$ cat src/rtl/rv_enc_pkg.sv
// Shared RV32I encoder definitions: opcodes, request kind codes and FSM states.
package rv_enc_pkg;

    localparam logic [6:0] OP_LOAD   = 7'b0000011;
    localparam logic [6:0] OP_STORE  = 7'b0100011;
    localparam logic [6:0] OP_R      = 7'b0110011;
    localparam logic [6:0] OP_I      = 7'b0010011;
    localparam logic [6:0] OP_BRANCH = 7'b1100011;
    localparam logic [6:0] OP_JAL    = 7'b1101111;
    localparam logic [6:0] OP_LUI    = 7'b0110111;

    localparam logic [2:0] KIND_R      = 3'd0;
    localparam logic [2:0] KIND_I      = 3'd1;
    localparam logic [2:0] KIND_LOAD   = 3'd2;
    localparam logic [2:0] KIND_STORE  = 3'd3;
    localparam logic [2:0] KIND_BRANCH = 3'd4;
    localparam logic [2:0] KIND_LUI    = 3'd5;
    localparam logic [2:0] KIND_JAL    = 3'd6;
    localparam logic [2:0] KIND_LI     = 3'd7;

    typedef enum logic {
        IDLE  = 1'b0,
        LI_LO = 1'b1
    } state_t;

endpackage

$ cat src/rtl/inst_field_pack.sv
// Combinational RV32I field packer: one request kind plus fields -> instruction word.
module inst_field_pack
    import rv_enc_pkg::*;
(
    input  logic [2:0]  kind,
    input  logic [4:0]  rd,
    input  logic [4:0]  rs1,
    input  logic [4:0]  rs2,
    input  logic [2:0]  f3,
    input  logic        alt,
    input  logic [31:0] imm,
    output logic [31:0] instr
);

    always_comb begin
        instr = '0;
        case (kind)
            KIND_R:      instr = {1'b0, alt, 5'b00000, rs2, rs1, f3, rd, OP_R};
            KIND_I: begin
                instr = {imm[11:0], rs1, f3, rd, OP_I};
                // Shift-immediate forms carry alt in bit 30 and a 5-bit shamt.
                if (f3 == 3'b001 || f3 == 3'b101)
                    instr[31:20] = {1'b0, alt, 5'b00000, imm[4:0]};
            end
            KIND_LOAD:   instr = {imm[11:0], rs1, f3, rd, OP_LOAD};
            KIND_STORE:  instr = {imm[11:5], rs2, rs1, f3, imm[4:0], OP_STORE};
            KIND_BRANCH: instr = {imm[12], imm[10:5], rs2, rs1, f3, imm[4:1], imm[11], OP_BRANCH};
            KIND_LUI:    instr = {imm[31:12], rd, OP_LUI};
            KIND_JAL:    instr = {imm[20], imm[10:1], imm[11], imm[19:12], rd, OP_JAL};
            default:     instr = '0;
        endcase
    end

endmodule

$ cat src/rtl/inst_encoder.sv
// Streaming RV32I instruction encoder with LI pseudo-instruction expansion.
module inst_encoder
    import rv_enc_pkg::*;
#(
    parameter logic [31:0] RESET_INSTR = 32'h0000_0000
) (
    input  logic        clk,
    input  logic        reset,
    input  logic        req_valid,
    output logic        req_ready,
    input  logic [2:0]  req_kind,
    input  logic [4:0]  req_rd,
    input  logic [4:0]  req_rs1,
    input  logic [4:0]  req_rs2,
    input  logic [2:0]  req_funct3,
    input  logic        req_alt,
    input  logic [31:0] req_imm,
    output logic        out_valid,
    input  logic        out_ready,
    output logic [31:0] out_instr,
    output logic        out_last,
    output logic        busy
);

    state_t      state;
    logic [4:0]  liRd;
    logic [11:0] liLo;

    logic        slotFree;
    logic        accept;
    logic        liSmall;
    logic [19:0] liHi;

    logic [2:0]  pKind;
    logic [4:0]  pRd, pRs1, pRs2;
    logic [2:0]  pF3;
    logic        pAlt;
    logic [31:0] pImm;
    logic        pLast;
    logic [31:0] packed_instr;

    assign slotFree  = !out_valid || out_ready;
    assign req_ready = (state == IDLE) && slotFree;
    assign accept    = req_valid && req_ready;
    assign busy      = (state != IDLE) || out_valid;

    assign liSmall = (&req_imm[31:11]) || !(|req_imm[31:11]);
    assign liHi    = req_imm[31:12] + {19'b0, req_imm[11]};

    // A single packer serves both the request word and the deferred LI ADDI.
    always_comb begin
        pKind = req_kind;
        pRd   = req_rd;
        pRs1  = req_rs1;
        pRs2  = req_rs2;
        pF3   = req_funct3;
        pAlt  = req_alt;
        pImm  = req_imm;
        pLast = 1'b1;
        if (state == LI_LO) begin
            pKind = KIND_I;
            pRd   = liRd;
            pRs1  = liRd;
            pRs2  = '0;
            pF3   = 3'b000;
            pAlt  = 1'b0;
            pImm  = {20'b0, liLo};
        end else if (req_kind == KIND_LI) begin
            pRs2 = '0;
            pF3  = 3'b000;
            pAlt = 1'b0;
            if (liSmall) begin
                pKind = KIND_I;
                pRs1  = '0;
                pImm  = {20'b0, req_imm[11:0]};
            end else begin
                pKind = KIND_LUI;
                pImm  = {liHi, 12'b0};
                pLast = (req_imm[11:0] == 12'h000);
            end
        end
    end

    inst_field_pack u_pack (
        .kind  (pKind),
        .rd    (pRd),
        .rs1   (pRs1),
        .rs2   (pRs2),
        .f3    (pF3),
        .alt   (pAlt),
        .imm   (pImm),
        .instr (packed_instr)
    );

    always_ff @(posedge clk) begin
        if (reset) begin
            state     <= IDLE;
            out_valid <= 1'b0;
            out_last  <= 1'b0;
            out_instr <= RESET_INSTR;
            liRd      <= '0;
            liLo      <= '0;
        end else if (state == LI_LO) begin
            if (slotFree) begin
                out_valid <= 1'b1;
                out_instr <= packed_instr;
                out_last  <= 1'b1;
                state     <= IDLE;
            end
        end else if (accept) begin
            out_valid <= 1'b1;
            out_instr <= packed_instr;
            out_last  <= pLast;
            if (!pLast) begin
                state <= LI_LO;
                liRd  <= req_rd;
                liLo  <= req_imm[11:0];
            end
        end else if (out_ready) begin
            out_valid <= 1'b0;
        end
    end

endmodule

$ cat config.mk
export PLATFORM = sky130hd
export DESIGN_NAME = inst_encoder
export DESIGN_NICKNAME = d
export VERILOG_FILES = /design/src/rtl/rv_enc_pkg.sv /design/src/rtl/inst_field_pack.sv /design/src/rtl/inst_encoder.sv
export SDC_FILE = /design/constraint.sdc
export NUM_CORES = 1
export LEC_CHECK = 0
export ABC_AREA = 1
export BUFFER_PORTS_ARGS = -buffer_cell sky130_fd_sc_hd__clkbuf_2
export CAP_MARGIN = 20
export CORE_UTILIZATION = 47
export CTS_CLUSTER_DIAMETER = 30
export DETAILED_ROUTE_END_ITERATION = 10
export PLACE_DENSITY = 0.76
export SYNTH_ARGS = -nofsm -noshare
export SYNTH_HDL_FRONTEND = slang
export SYNTH_SLANG_ARGS = --single-unit
$ cat constraint.sdc
create_clock -name clk -period 1.5 [get_ports clk]
set_input_delay 0.075 -clock clk [delete_from_list [all_inputs] [get_ports clk]]
set_output_delay 0.075 -clock clk [all_outputs]
set_load 0.02 [all_outputs]
==> reports/metrics.cfg, run 1 <==
[outcome]
status=finished with violations
violations=negative setup slack

[power_and_ir_drop]
p_seq_share_pct=41.5
max-vdd-ir-drop_mv=0.517
swShare_pct=32.7
combPwrFrac_pct=31.6
intPower_mw=2.40
clkPwrFrac_pct=26.9
cellPowerDensity_nw_per_um2=719
p_leak_nw=2.50
p_sw_mw=1.16
power_mw=3.56

[placed_design]
post-dp-hpwl_mm=8.77
io_buffer_count=93
placed_area_um2=4450
dpl_worst_slack_ns=-0.504
place_congestion=0.960
dpl.cell_count=771

[yosys]
yosys-top-cells-area=dfxtp_1 (31%), nand2_1 (19%), nor2_1 (7.2%)
async_flop_share_pct=0
synth_edf_count=0
synth_area_um2=3280
synth_nets=593
synthCells=532
synth_top_area_share_pct=31.1
synth-main-ff-cell=dfxtp_1
yosys_warnings=0
ys_seq_elements=51
synth_top_area_cell=dfxtp_1
ys_types=39
ys_seq_area_share_pct=31.1
avgSynthCellArea_um2=6.16

[timing]
slew_viol_final=0
setup_ws_ns=-0.182
finalCriticalPeriod_ns=1.68
finalHoldViolations=0
tightestPinTransition_ns=0.604
fin_crit_sh_pct=112
slew_headroom_pct=59.7
setup_viol=15
rsz0062_at_grt=true
fmax_mhz=595
skew_ns=0.00700

[setup_path]
path_common_cell=nand2_2
critPathBufInv=2
critical-path-top-delay-family=simple AND/OR/NAND/NOR gates
cp_slowest_cell=dfxtp_4
startpoint_type=flip-flop
critical_path_class=reg2reg
cp-end-kind=flip-flop
slowest_delay_ns=0.39
cp.required_ns=1.69
critical_path.max_fanout=6
cp.depth=12
crit_path_cell_trace=inv_4 -> nand2_2 -> inv_4 -> nand2_2 -> nor2_4 -> nand2_2 -> o211ai_2 -> nand2_2 -> nand2_1 -> nand2_1 -> nand2_1 -> a21oi_1
r2r_cells=12
worstPathArrival_ns=1.87

[final_layout]
fin_util_pct=73.4
drive_gt1_share_pct=38.4
finalNonFillerCells=793
nets=774
fillers=524
n_antenna_cell=0
fin_area_um2=4960
final_cell_mix=nand2_1 (153), clkbuf_2 (91), buf_4 (87)
multi_input_area_um2=2130
area_delta_synth_final_pct=51.2
layout_commonest_cell=nand2_1
seq_area_um2=1030

[grt]
grt_pass1_vias=4090
grt_pass1_wl_mm=19.4
grt_usage_pct=33.8
antenna_found_initial=0
grt_max_degree=30
overflow=0

[floorplanning]
fp-row-count=30
io_pins=94
dieHeight_um=85.5
die_area_um2=7310
initial_core_util_pct=48.5
core_area_um2=6760
die_w_um=85.5

[clock_network]
cts.clk_slew.worst_paths_ns=0.09
cts_tree=built
postCtsHoldBufs=0
root_buffer=clkbuf_8
htree_levels=2
clock_path_buffers=2
cts.sinks=51
cts_buffers=5
clk_latency_ns=0.31

[routing]
drc=0
dr.pass1.iters=6
num_vias=4462
wire_per_inst_um=15.9
wl_mm=12.6
postRouteAntennaNets=0
drtIter0Drc=415
avgViaCountPerCell=5.63

[worst_hold_path]
hp-class=in2reg
holdPathStages=3

[flow_run]
drv_cap=0

what timing repair did:
action,in CTS,in global routing
cloned,2,1
pin swaps,7,26
setup buffers,4,8
setup endpoints to repair,37,49
gates resized for setup,31,56
per-layer routing:
metal,vias to the layer above,wire [um],track usage [%]
li1,2085,-,-
met4,0,608,15.9
met3,58,1120,4.04
met1,2044,4850,43.0
met5,-,0,0
met2,275,6010,57.4
worst min-delay path: cells and delay by family:
kind | cells | cell delay [ns]
buf+inv | 1 | 0.09
simple gates | 2 | 0.12
path summary, 6_finish.rpt:
kind	startpoint	endpoint	slack [ns]
worst max-delay path	state$_SDFF_PP0_	out_instr[26]$_SDFFE_PP0P_	-0.18
worst min-delay path	req_rd[0]	liRd[0]$_SDFFE_PP0P_	0.007
worst max register to register	state$_SDFF_PP0_	out_instr[26]$_SDFFE_PP0P_	-0.18
worst min register to register	out_instr[18]$_SDFFE_PP0P_	out_instr[18]$_SDFFE_PP0P_	0.47
Yosys cell counts (4+ instances only):
master and number:
a21oi_1 36, buf_2 7, clkbuf_1 10, dfxtp_1 51, inv_1 42, nand2_1 168, nand2_2 7, nand3_1 44
nand4_1 6, nor2_1 63, nor3_1 4, o211ai_1 5, o21ai_0 35, o21ai_1 6, xnor2_1 7, xor2_1 4
power groups by stage:
stage / clock [mW] / sequential [mW] / combinational (mW)
floorplan: 0 / 1.58 / 0.426
global placement: 0 / 1.51 / 0.938
detailed placement: 0 / 1.51 / 0.957
CTS: 0.956 / 1.48 / 1.01
global route: 1.01 / 1.49 / 1.21
finish: 0.958 / 1.48 / 1.12
area by class of cell:
class	count	area share [%]
Multi-Input combinational cell	412	43.1
Timing Repair Buffer	195	27.7
Sequential cell	51	20.7
Inverter	47	4.17
Tap cell	80	2.02
Clock buffer	5	1.39
Clock inverter	2	0.757
Timing Repair inverter	1	0.177
state kept, by name (all words and copies together), names as in the netlist:
register	cells
out_valid	1
out_instr	31
liRd	5
state	1
liLo	12
out_last	1
through the flow:
stage,setup TNS [ns],hold WS (ns)
2_1_floorplan,-0.00102,0.210
3_3_place_gp,-8.51,0.321
3_5_place_dp,-10.73,0.327
4_1_cts,-0.127,0.0104
5_1_grt,-3.08,0.0130
6_report,-0.925,0.00696
kinds of logic (layout without fill, tap and decap cells):
logic type | Yosys count | count (layout) | synth area share (%)
DFF | 51 | 51 | 31.1
xor gates and xnor gates | 11 | 11 | 2.94
and+or+nand+nor | 308 | 308 | 40.8
AOI/OAI and AO/OA | 90 | 90 | 15.0
buffers and inverters | 69 | 250 | 9.01
adders and majority gates | 3 | 3 | 1.15
No activity file was read; power rests on OpenSTA's default activity.
==> inputs of run 2 (changes only) <==
==> constraint.sdc (replaced) <==
create_clock -name clk -period 1.5 [get_ports clk]
set_input_delay 0.3 -clock clk [delete_from_list [all_inputs] [get_ports clk]]
set_output_delay 0.3 -clock clk [all_outputs]
set_load 0.02 [all_outputs]
==> run 2 against run 1 <==
  * The flow still finishes with violations (negative setup slack)
  * Count of clock-buffer cells in the layout rose by 2
  * Combinational power grew 4%
  * Worst hold slack improved by 0.25 ns
  * Total power grew 0.67%
  * Critical path type is now in2reg
  * Critical endpoint is now out_instr[29]$_SDFFE_PP0P_
  * Largest cell class unchanged
  * Largest power group unchanged
==> reports/metrics.cfg, run 2 (same netlist as run 1, synthesis figures left out) <==
[setup_path]
critical_path.max_fanout=6
r2r-start=state$_SDFF_PP0_
path_common_cell=nand2_1
reg2reg_to=out_instr[29]$_SDFFE_PP0P_
cp_slowest_cell=nand2_2
r2r_setup_slack_ns=-0.19
slowest_delay_ns=0.16
worstPathArrival_ns=1.97
crit_path_cell_trace=clkbuf_16 -> clkinv_8 -> ha_4 -> inv_2 -> nor2_1 -> nand2_1 -> nor2_1 -> nand3_2 -> nand2_2 -> nand2_4 -> nand2_4 -> o211ai_2 -> nand2_2 -> nand2_1 -> nand2_1 -> nand2_1 -> a21oi_1
cp.required_ns=1.74
critical_path_class=in2reg
r2r_cells=10
cp-end-kind=flip-flop
critPathBufInv=3
startpoint_type=input port
critical-path-top-delay-family=simple AND/OR/NAND/NOR gates

[timing]
setup_ws_ns=-0.234
slew_viol_final=0
slew_headroom_pct=76.4
rsz0062_at_grt=true
skew_ns=0.00534
fmax_mhz=577
tightestPinTransition_ns=0.352
setup_viol=45
finalCriticalPeriod_ns=1.73
fin_tns_setup_ns=-6.19
finalHoldViolations=0
fin_crit_sh_pct=116
hold_ws_ns=0.256

[grt]
grtUsageMet1_pct=40.5
antenna_found_initial=0
busiest_layer=met2
met3_usage_pct=6.16
grt_pass1_wl_mm=19.0
use_met2_pct=58.4
overflow=0
grt_pass1_vias=4134
grt_max_degree=30
grt_usage_pct=33.4

[clock_network]
cts_buffers=5
cts_tree=built
clock_path_buffers=2
postCtsHoldBufs=0
cts.sinks=51
clk_latency_ns=0.31
cts.clk_slew.worst_paths_ns=0.09
htree_levels=2
root_buffer=clkbuf_8

[power_and_ir_drop]
intPower_mw=2.41
swShare_pct=32.9
p_seq_share_pct=41.2
cellPowerDensity_nw_per_um2=690
clkPwrFrac_pct=26.3
p_sw_mw=1.18
combPwrFrac_pct=32.5
power_mw=3.59
max-vdd-ir-drop_mv=0.497
p_leak_nw=2.60

[routing]
num_vias=4423
drtIter0Drc=296
postRouteAntennaNets=0
wire_per_inst_um=15.6
wl_mm=12.5
dr.pass1.iters=7
avgViaCountPerCell=5.51
drc=0

[final_layout]
area_delta_synth_final_pct=58.6
top_regs=out_instr (31), liLo (12), liRd (5)
fin_util_pct=77.0
fillers=508
drive_gt1_share_pct=42.9
n_antenna_cell=0
final_cell_mix=nand2_1 (154), buf_4 (97), clkbuf_2 (90)
regMostFlops=out_instr
layout_commonest_cell=nand2_1
nets=783
largest_reg_flops=31

[worst_hold_path]
hp-class=in2reg
min_to=liRd[1]$_SDFFE_PP0P_
hold_path.startpoint=req_rd[1]
holdPathStages=3

[placed_design]
dpl_worst_slack_ns=-0.644
post-dp-hpwl_mm=8.95
place_congestion=0.933
io_buffer_count=93

[floorplanning]
initial_core_util_pct=48.5
dieHeight_um=85.5
die_area_um2=7310
io_pins=94
fp-row-count=30
core_area_um2=6760
die_w_um=85.5

[outcome]
violations=negative setup slack
status=finished with violations

[flow_run]
drv_cap=0

run 2: through the flow:
stage               cells  instance area (um^2)
CTS                   799                  4870
finish                803                  5200
global placement      782                  4560
detailed placement    782                  4560
floorplan             532                  3350
global route          803                  5200
run 2: worst reg2reg max path, cell delays in order, from the launching register on:
cell and delay (ns):
dfxtp_4 0.38, inv_2 0.09, buf_12 0.17, nand4_1 0.17, nand2_1 0.16, o211ai_2 0.11, nand2_2 0.16, nand2_1 0.08
nand2_1 0.07, nand2_1 0.06, a21oi_1 0.16
run 2: repair_timing:
item                       4_1_cts  5_1_grt
resized for setup               38      108
setup buffers                    8        3
hold endpoints to repair         0        0
pin swaps                       19       31
setup endpoints to repair       50       49
cloned                           1        2
run 2: worst max path at each step:
stage                      from                          to  slack, ns  cells past startpoint
CTS                 req_imm[11]  out_instr[14]$_SDFFE_PP0P_      -0.21                     18
finish              req_imm[12]  out_instr[29]$_SDFFE_PP0P_      -0.23                     17
detailed placement  req_imm[12]  out_instr[10]$_SDFFE_PP0P_      -0.64                     16
floorplan           req_imm[12]  out_instr[28]$_SDFFE_PP0P_      -0.13                     12
global route        req_imm[12]  out_instr[29]$_SDFFE_PP0P_      -0.37                     17
global placement    req_imm[12]  out_instr[10]$_SDFFE_PP0P_      -0.61                     16
run 2: final cells by class:
class / instances / area, um^2 / area share, %
inverters: 47 / 214 / 4.11
repair buffers: 205 / 1440 / 27.7
multi-input cells: 412 / 2300 / 44.3
well taps: 80 / 100 / 1.92
clock inverters: 1 / 5.00 / 0.0962
flip-flops and latches: 51 / 1030 / 19.8
clock buffers: 7 / 108 / 2.07
run 2: power groups by stage:
stage / Sequential, mW / Combinational, mW / Clock [mW]
6_report: 1.48 / 1.17 / 0.943
5_1_grt: 1.48 / 1.26 / 0.995
4_1_cts: 1.47 / 1.05 / 0.940
3_5_place_dp: 1.51 / 0.990 / 0
3_3_place_gp: 1.50 / 0.975 / 0
2_1_floorplan: 1.58 / 0.431 / 0
run 2: routing by layer:
metal / part of all wire, % / routed length [um] / vias up
met2: 49 / 6160 / 240
met5: 0 / 0 / -
met3: 7.7 / 959 / 58
met1: 39 / 4870 / 2027
met4: 4.2 / 525 / 0
li1: - / - / 2098
==> inputs of run 3 (changes only) <==
--- a/config.mk
+++ b/config.mk
@@ -9,4 +9,5 @@
 export BUFFER_PORTS_ARGS = -buffer_cell sky130_fd_sc_hd__clkbuf_2
 export CAP_MARGIN = 20
+export CORE_MARGIN = 4
 export CORE_UTILIZATION = 47
 export CTS_CLUSTER_DIAMETER = 30
==> constraint.sdc (replaced) <==
create_clock -name clk -period 1.5 [get_ports clk]
set_input_delay 0.15 -clock clk [delete_from_list [all_inputs] [get_ports clk]]
set_output_delay 0.15 -clock clk [all_outputs]
set_load 0.02 [all_outputs]
==> run 3 against run 2 <==
  * The run still ends with negative setup slack left
  * Non-clock buffer count decreased by 4
  * Global-route usage decreased by 4.8 points
  * Count of clock-buffer cells in the layout decreased by 2
  * Routed wire length increased by 5.6%
  * Via count decreased by 0.43%
  * Critical path depth decreased by 8
  * Die area increased by 15%
  * Final area increased by 1.3%
  * Combinational power about the same
  * Final cell count increased by 1.5%
  * First-iteration DRC count increased by 33%
  * Sequential power about the same
  * Critical endpoint is now out_instr[26]$_SDFFE_PP0P_
  * Largest cell class unchanged
  * Highest routed layer unchanged
==> reports/metrics.cfg, run 3 (same netlist as run 1, synthesis figures left out) <==
[final_layout]
area_delta_synth_final_pct=60.7
nets=780
fin_area_um2=5270
fillers=502
finalNonFillerCells=815
layout_commonest_cell=nand2_1
regMostFlops=out_instr
n_antenna_cell=0
final_cell_mix=nand2_1 (148), clkbuf_2 (91), buf_4 (88)
drive_gt1_share_pct=42.6
top_regs=out_instr (31), liLo (12), liRd (5)
largest_reg_flops=31

[setup_path]
slowest_delay_ns=0.40
worstPathArrival_ns=1.81
crit_path_cell_trace=nor3_4 -> nor2_4 -> buf_6 -> o211ai_4 -> nand2_4 -> nand2_1 -> nand2_1 -> nand2_1 -> a21oi_1
reg2reg_to=out_instr[26]$_SDFFE_PP0P_
r2r_setup_slack_ns=-0.13
critical_path_class=reg2reg
crit_end=out_instr[26]$_SDFFE_PP0P_
cp.required_ns=1.68
cp-end-kind=flip-flop
cp_slowest_cell=dfxtp_4
setup.worst_path.start=state$_SDFF_PP0_
r2r-start=state$_SDFF_PP0_
critical_path.max_fanout=6
path_common_cell=nand2_1
r2r_cells=9
startpoint_type=flip-flop

[floorplanning]
die_area_um2=8380
die_w_um=91.5
io_pins=94
dieHeight_um=91.5
fp-row-count=30
core_area_um2=6790
initial_core_util_pct=48.3

[routing]
drc=0
wire_per_inst_um=16.2
dr.pass1.iters=5
drtIter0Drc=395
num_vias=4404
wl_mm=13.2
postRouteAntennaNets=0
avgViaCountPerCell=5.40

[timing]
fin_crit_sh_pct=109
fin_tns_setup_ns=-1.34
rsz0062_at_grt=true
tightestPinTransition_ns=0.719
slew_headroom_pct=52.0
fmax_mhz=614
slew_viol_final=0
setup_viol=31
finalHoldViolations=0
finalCriticalPeriod_ns=1.63
setup_ws_ns=-0.128
skew_ns=0.0112

[power_and_ir_drop]
p_seq_share_pct=40.5
max-vdd-ir-drop_mv=0.557
cellPowerDensity_nw_per_um2=691
swShare_pct=33.2
combPwrFrac_pct=33.0
p_leak_nw=2.61
intPower_mw=2.43
clkPwrFrac_pct=26.5
p_sw_mw=1.21
power_mw=3.64

[clock_network]
cts.sinks=51
clk_latency_ns=0.31
cts_buffers=5
htree_levels=2
clock_path_buffers=2
root_buffer=clkbuf_8
cts_tree=built
cts.clk_slew.worst_paths_ns=0.10

[placed_design]
post-dp-hpwl_mm=9.30
dpl_worst_slack_ns=-0.481
place_congestion=0.951
io_buffer_count=93
dpl.cell_count=791
placed_area_um2=4560

[grt]
grt_pass1_vias=4141
grt_pass1_wl_mm=19.5
grt_usage_pct=28.6
antenna_found_initial=0
grt_max_degree=30
overflow=0

[worst_hold_path]
hp-class=in2reg

[flow_run]
drv_cap=0

[outcome]
violations=negative setup slack
status=finished with violations

run 3: cell types whose count changed in the layout (fill, tap and decap cells not counted), moves of 6 or more:
cell     change
buf_4        -9
nand2_1      -6
nor2_1      +10
nor2_4       -6
o21ai_0      +7
o21ai_2      -7
run 3: worst min-delay path by stage:
stage               start                    to  slack [ns]  cells after the start
2_1_floorplan  req_imm[0]  liLo[0]$_SDFFE_PP0P_        0.28                      2
3_3_place_gp    req_rd[0]  liRd[0]$_SDFFE_PP0P_        0.40                      3
3_5_place_dp    req_rd[1]  liRd[1]$_SDFFE_PP0P_        0.41                      3
4_1_cts         req_rd[0]  liRd[0]$_SDFFE_PP0P_        0.09                      3
5_1_grt        req_imm[5]  liLo[5]$_SDFFE_PP0P_        0.11                      3
6_report        req_rd[1]  liRd[1]$_SDFFE_PP0P_         0.1                      3
run 3: layer usage:
metal  global-route usage (%)  up-vias  wire length (um)
met5                        0        -                 0
met4                     12.9        0               619
met3                     5.05       55              1020
met2                     47.8      241              6430
met1                     35.7     2017              5150
li1                         -     2091                 -
run 3: final cells by class:
cell class	instances	area [um^2]	share of cell area, %
well taps	96	120	2.28
repair buffers	201	1480	28.1
multi-input cells	412	2310	43.9
clock inverters	2	37.5	0.713
inverters	47	211	4.01
flip-flops and latches	51	1030	19.5
clock buffers	5	68.8	1.31
repair inverters	1	8.76	0.166
run 3: power groups by stage:
stage               sequential, mW  combinational [mW]  clock, mW
floorplan                     1.58               0.432          0
global placement              1.50               0.965          0
detailed placement            1.50               0.980          0
CTS                           1.47                1.04      0.956
global route                  1.48                1.29       1.03
finish                        1.48                1.20      0.963
run 3: per-stage QoR:
stage | utilization [%] | hold WS (ns)
final | 77.5 | 0.0973
after CTS | 72.3 | 0.0919
after global routing | 77.5 | 0.114
after global placement | 67.1 | 0.401
after floorplan | - | 0.285
after detailed placement | 67.1 | 0.409
run 3: critical path, delay by kind of cell, from the launching register on:
kind                   cells  cell delay, ns
AO/OA/AOI/OAI              2            0.24
buffers and inverters      1            0.14
flip-flops                 1            0.40
AND/OR/NAND/NOR            6            0.70
run 3: what timing repair did:
action	in CTS	in global routing
gates resized for setup	47	78
cloned	3	2
setup buffers	4	10
endpoints found under the setup margin	45	48
hold buffers	0	0
pin swaps	11	40
